## config.mk

```make
export PLATFORM = sky130hd
export DESIGN_NAME = seq_shift_right
export DESIGN_NICKNAME = d
export VERILOG_FILES = /design/src/rtl/seq_shift_right_pkg.sv /design/src/rtl/seq_shift_right_shr_stage.sv /design/src/rtl/seq_shift_right.sv
export SDC_FILE = /design/constraint.sdc
export NUM_CORES = 1
export LEC_CHECK = 0
export ABC_AREA = 1
export CELL_PAD_IN_SITES_DETAIL_PLACEMENT = 0
export CELL_PAD_IN_SITES_GLOBAL_PLACEMENT = 2
export CORE_MARGIN = 2
export CORE_UTILIZATION = 28
export CTS_CLUSTER_SIZE = 24
export DETAILED_ROUTE_END_ITERATION = 8
export PLACE_DENSITY = 0.89
export SKIP_CTS_REPAIR_TIMING = 1
export SLEW_MARGIN = 40
export SYNTH_ARGS = -nofsm -noshare
export SYNTH_HDL_FRONTEND = slang
export SYNTH_HIERARCHICAL = 1
export SYNTH_SLANG_ARGS = --single-unit
export TNS_END_PERCENT = 1
```

## constraint.sdc

```tcl
create_clock -name clock -period 2.4 [get_ports clock]
set_clock_uncertainty 0.2 [all_clocks]
set_input_delay 0.6 -clock clock [delete_from_list [all_inputs] [get_ports clock]]
set_output_delay 0.6 -clock clock [all_outputs]
set_load 0.01 [all_outputs]
```

## src/rtl/seq_shift_right_pkg.sv

```systemverilog
// Shared ALU definitions for the sequential right shifter: widths, FSM
// encoding and the shift opcodes the ALU decoder maps onto `arith`.
package seq_shift_right_pkg;

  localparam int WIDTH = 32;
  localparam int SHW   = 5;

  typedef enum logic [1:0] {
    IDLE  = 2'd0,
    SHIFT = 2'd1,
    DONE  = 2'd2
  } state_e;

  // ALU opcodes that route to this block.
  localparam logic [3:0] ALU_OP_SRL = 4'd6;
  localparam logic [3:0] ALU_OP_SRA = 4'd7;

  // Decoder helper: SRA fills with the sign bit, SRL fills with zero.
  function automatic logic op_is_arith(input logic [3:0] op);
    return (op == ALU_OP_SRA);
  endfunction

endpackage

```

## src/rtl/seq_shift_right_shr_stage.sv

```systemverilog
// One binary stage of a right shifter: shifts the operand by 2^k when
// enabled, back-filling the vacated top bits with `fill`.
module shr_stage #(
  parameter int WIDTH = seq_shift_right_pkg::WIDTH,
  parameter int SHW   = seq_shift_right_pkg::SHW
) (
  input  logic [WIDTH-1:0] operand,
  input  logic [SHW-1:0]   k,
  input  logic             enable,
  input  logic             fill,
  output logic [WIDTH-1:0] result
);

  // Select the 2^k shift for the active stage; pass through otherwise.
  always_comb begin
    // NOTE: assigning a default first keeps every path driven, so no latch is inferred.
    result = operand;
    if (enable) begin
      for (int s = 0; s < SHW; s++) begin
        if (k == SHW'(s)) begin
          result = (operand >> (1 << s))
                 | ({WIDTH{fill}} & ~({WIDTH{1'b1}} >> (1 << s)));
        end
      end
    end
  end

endmodule

```

## src/rtl/seq_shift_right.sv

```systemverilog
// Multi-cycle right shifter (SRL/SRA). One operation at a time: accept in
// IDLE, resolve one shift-amount bit per clock in SHIFT, present in DONE.
module seq_shift_right #(
  parameter int WIDTH = seq_shift_right_pkg::WIDTH,
  parameter int SHW   = seq_shift_right_pkg::SHW
) (
  input  logic             clock,
  input  logic             reset,
  input  logic             in_valid,
  output logic             in_ready,
  input  logic [WIDTH-1:0] data_in,
  input  logic [SHW-1:0]   shamt,
  input  logic             arith,
  output logic             out_valid,
  input  logic             out_ready,
  output logic [WIDTH-1:0] data_out,
  output logic             busy
);

  import seq_shift_right_pkg::*;

  localparam logic [SHW-1:0] LAST_STAGE = SHW'(SHW - 1);

  state_e           r_state;
  state_e           w_next_state;
  logic [SHW-1:0]   r_count;
  logic [WIDTH-1:0] r_operand;
  logic [SHW-1:0]   r_shamt;
  logic             r_arith;
  logic             r_fill;
  logic [WIDTH-1:0] w_stage_out;
  logic             w_accept;

  assign w_accept = (r_state == IDLE) && in_valid;

  // The single shared shift stage, stepped through k = 0..SHW-1 by the counter.
  shr_stage #(
    .WIDTH (WIDTH),
    .SHW   (SHW)
  ) u_stage (
    .operand (r_operand),
    .k       (r_count),
    .enable  (r_shamt[r_count]),
    .fill    (r_fill),
    .result  (w_stage_out)
  );

  // State register.
  always_ff @(posedge clock) begin
    // NOTE: sequential state uses non-blocking assignments so all registers update together.
    if (reset) r_state <= IDLE;
    else       r_state <= w_next_state;
  end

  // Next-state logic and handshake outputs.
  always_comb begin
    w_next_state = r_state;
    in_ready     = 1'b0;
    out_valid    = 1'b0;
    busy         = 1'b1;
    unique case (r_state)
      IDLE: begin
        in_ready = 1'b1;
        busy     = 1'b0;
        if (in_valid) w_next_state = SHIFT;
      end
      SHIFT: begin
        if (r_count == LAST_STAGE) w_next_state = DONE;
      end
      DONE: begin
        out_valid = 1'b1;
        if (out_ready) w_next_state = IDLE;
      end
      default: begin
        w_next_state = IDLE;
        busy         = 1'b0;
      end
    endcase
  end

  // Operand capture and per-stage update; the fill bit is fixed at acceptance.
  always_ff @(posedge clock) begin
    if (reset) begin
      r_count   <= '0;
      r_operand <= '0;
      r_shamt   <= '0;
      r_arith   <= 1'b0;
      r_fill    <= 1'b0;
    end else if (w_accept) begin
      r_count   <= '0;
      r_operand <= data_in;
      r_shamt   <= shamt;
      r_arith   <= arith;
      r_fill    <= arith & data_in[WIDTH-1];
    end else if (r_state == SHIFT) begin
      r_operand <= w_stage_out;
      r_count   <= (r_count == LAST_STAGE) ? '0 : r_count + 1'b1;
    end
  end

  assign data_out = r_operand;

  // r_arith is kept for debug visibility; only the derived fill drives the datapath.
  logic w_unused;
  assign w_unused = r_arith;

endmodule
```

==> impl_metrics.env <==
export IMPL_synth_seq_cells=45
export IMPL_synth_common_cells="233 x nand2_1, 72 x inv_1, 63 x nor2_1"
export IMPL_synth_fp_nets=799
export IMPL_ctsRootBufferMaster="clkbuf_16"
export IMPL_clockBufferDepth=2
export IMPL_io_pin_count=77
export IMPL_grt_pass1_wl_um=26250
export IMPL_status="finished, final reports clean"
export IMPL_num_rows=46
export IMPL_total_power_mw=5.829
export IMPL_setup_viol=0
export IMPL_hpwl_um=12280
export IMPL_grt_pass1_vias=4768
export IMPL_maxSlewHeadroom_pct=63.96
export IMPL_drv_cap=0
export IMPL_core_um2=15710
export IMPL_wl_um=16400
export IMPL_post_place_ws_ns=0.2180
export IMPL_fin_crit_ns=2.253
export IMPL_holdWs_ns=0.2802
export IMPL_grt_total_usage_pct=19.76
export IMPL_fin_ws_ns=0.1474
export IMPL_peakVddDrop_uv=1050
export IMPL_fin_nets=880
export IMPL_fp_dieW_um=130.2
export IMPL_worstPathRequired_ns=1.60
export IMPL_area_delta_synth_final_pct=27.33
export IMPL_fillers=1746
export IMPL_num_antenna_cells=0
export IMPL_gp_congestion=0.9131
export IMPL_synthFlopType="dfxtp_1"
export IMPL_via_per_inst=4.806
export IMPL_startpoint_type="flip-flop"
export IMPL_final_seq_area_um2=902.1
export IMPL_cp_startpoint="r_state[0]"
export IMPL_dieArea_um2=16950
export IMPL_synth_edf_count=0
export IMPL_avgSynthCellArea_um2=5.946
export IMPL_drtAntennaViolNets=0
export IMPL_yosys_top_cells_area="dfxtp_1 20%, nand2_1 20%, a21oi_2 7.9%"
export IMPL_drive_gt1_share_pct=15.50
export IMPL_first_pass_iters=6
export IMPL_drc=0
export IMPL_worst_pin_slew_ns=0.5406
export IMPL_grt_max_degree=37
export IMPL_antenna_found_initial=0
export IMPL_end_kind="primary output"
export IMPL_rsz0062_at_grt="no"
export IMPL_p_per_area_nw_per_um2=1027
export IMPL_drv_slew=0
export IMPL_synth_top_cell_area_share_pct=20.20
export IMPL_cts_tree="done"
export IMPL_syn_inst=750
export IMPL_arrival_ns=1.45
export IMPL_synth_cell_types=34
export IMPL_grt_remaining_overflow=0
export IMPL_htree_levels=2
export IMPL_yosys_area_top_type="dfxtp_1"
export IMPL_worstSkewPairLatency_ns=0.30
export IMPL_drt_initial_drc_count=380
export IMPL_wl_per_cell_um=15.65
export IMPL_power_leakage_nw=2.512
export IMPL_vias=5037
export IMPL_ys_seq_area_share_pct=20.20
export IMPL_finalCritPeriodShare_pct=93.86
export IMPL_multi_input_area_um2=2893
export IMPL_cts_num_sinks=45
export IMPL_fmax_mhz=443.9
export IMPL_hold_viol_final=0
export IMPL_reg2reg_slack_ns=0.18
export IMPL_die_y_um=130.2
export IMPL_min_path_type="flip-flop to flip-flop"
export IMPL_yosys_warnings=6
export IMPL_crit_type="flip-flop to primary output"
export IMPL_critPathMaxFanout=4
export IMPL_numCtsBuffers=5
export IMPL_syn_area_um2=4459
export IMPL_r2r_start="r_count[2]"
export IMPL_initial_core_util_pct=28.38
export IMPL_ys_async_sr_fraction_pct=0
export IMPL_port_buffers=76
export IMPL_synth_most_common_cell="nand2_1"
export IMPL_hp_start="r_shamt[2]"
export IMPL_path_clk_slew_ns=0.07
power breakdown:
group	switching (mW)	internal (mW)	leakage [nW]
Sequential	0.252	0.977	0.372
Clock	0.358	0.395	0.0744
Combinational	2.34	1.51	2.07
final timing paths:
check / to / cells past startpoint
worst max-delay path: out_valid / 3
worst min-delay path: r_shamt[2] / 2
worst max register to register: data_out[9] / 11
worst min register to register: r_shamt[2] / 2
cells by family (layout without fill, tap and decap cells):
kind of cell               Yosys count  count (layout)  share of synthesized area [%]
AOI/OAI and AO/OA                  176             176                          24.21
xor gates and xnor gates             3               3                         0.5893
adders and majority gates            7               7                          1.964
buffers and inverters              130             212                          15.10
DFF                                 45              45                          20.20
and+or+nand+nor                    389             389                          37.93
critical path, stage by stage (launching register included):
cell and delay (ns):
dfxtp_2 0.34, inv_1 0.10, ha_1 0.17, clkdlybuf4s50_1 0.54
layer usage:
layer,vias up,track usage [%],wire (um)
met2,153,32.31,7585
met4,0,4.554,211
met5,-,0,0
met3,14,3.444,996
met1,2282,27.16,7609
li1,2588,-,-
area by class of cell:
cell class | instances | share of cell area [%]
sequential | 45 | 15.89
clock inverter | 3 | 0.4628
tap | 216 | 4.760
inverter | 82 | 5.509
timing repair buffer | 122 | 20.23
multi-input combinational | 575 | 50.95
clock buffer | 5 | 2.204
state kept, by name (all words and copies together), names as in the netlist:
signal    count
r_fill        1
r_count       5
data_out     32
r_state       2
r_shamt       5
through the flow:
stage	utilization, %	std cells	area [um^2]	TNS [ns]
after floorplan	-	750	4459	0
after global placement	35.09	1040	5513	0
after detailed placement	35.09	1040	5513	0
after CTS	36.05	1048	5664	-0.004644
after global routing	36.14	1048	5678	0
final	36.14	1048	5678	0
cell usage in the layout (no fill, tap or decap), types with 3 or more instances in the layout:
master           instances
inv_2                    8
buf_4                   43
o22ai_1                  3
clkdlybuf4s50_1         74
nand2_1                233
nand4_1                 24
nand3_1                 45
nor2_4                   6
clkbuf_16                5
o211ai_2                 3
dfxtp_1                 44
buf_12                   3
o21ai_1                 31
xor2_1                   3
o21ai_0                 41
a21oi_1                 53
a21oi_2                 40
nand3b_1                 4
nand2_2                  7
ha_1                     6
nor3_1                   3
inv_1                   72
nor2_1                  63
Power figures use the tool's default switching activity.
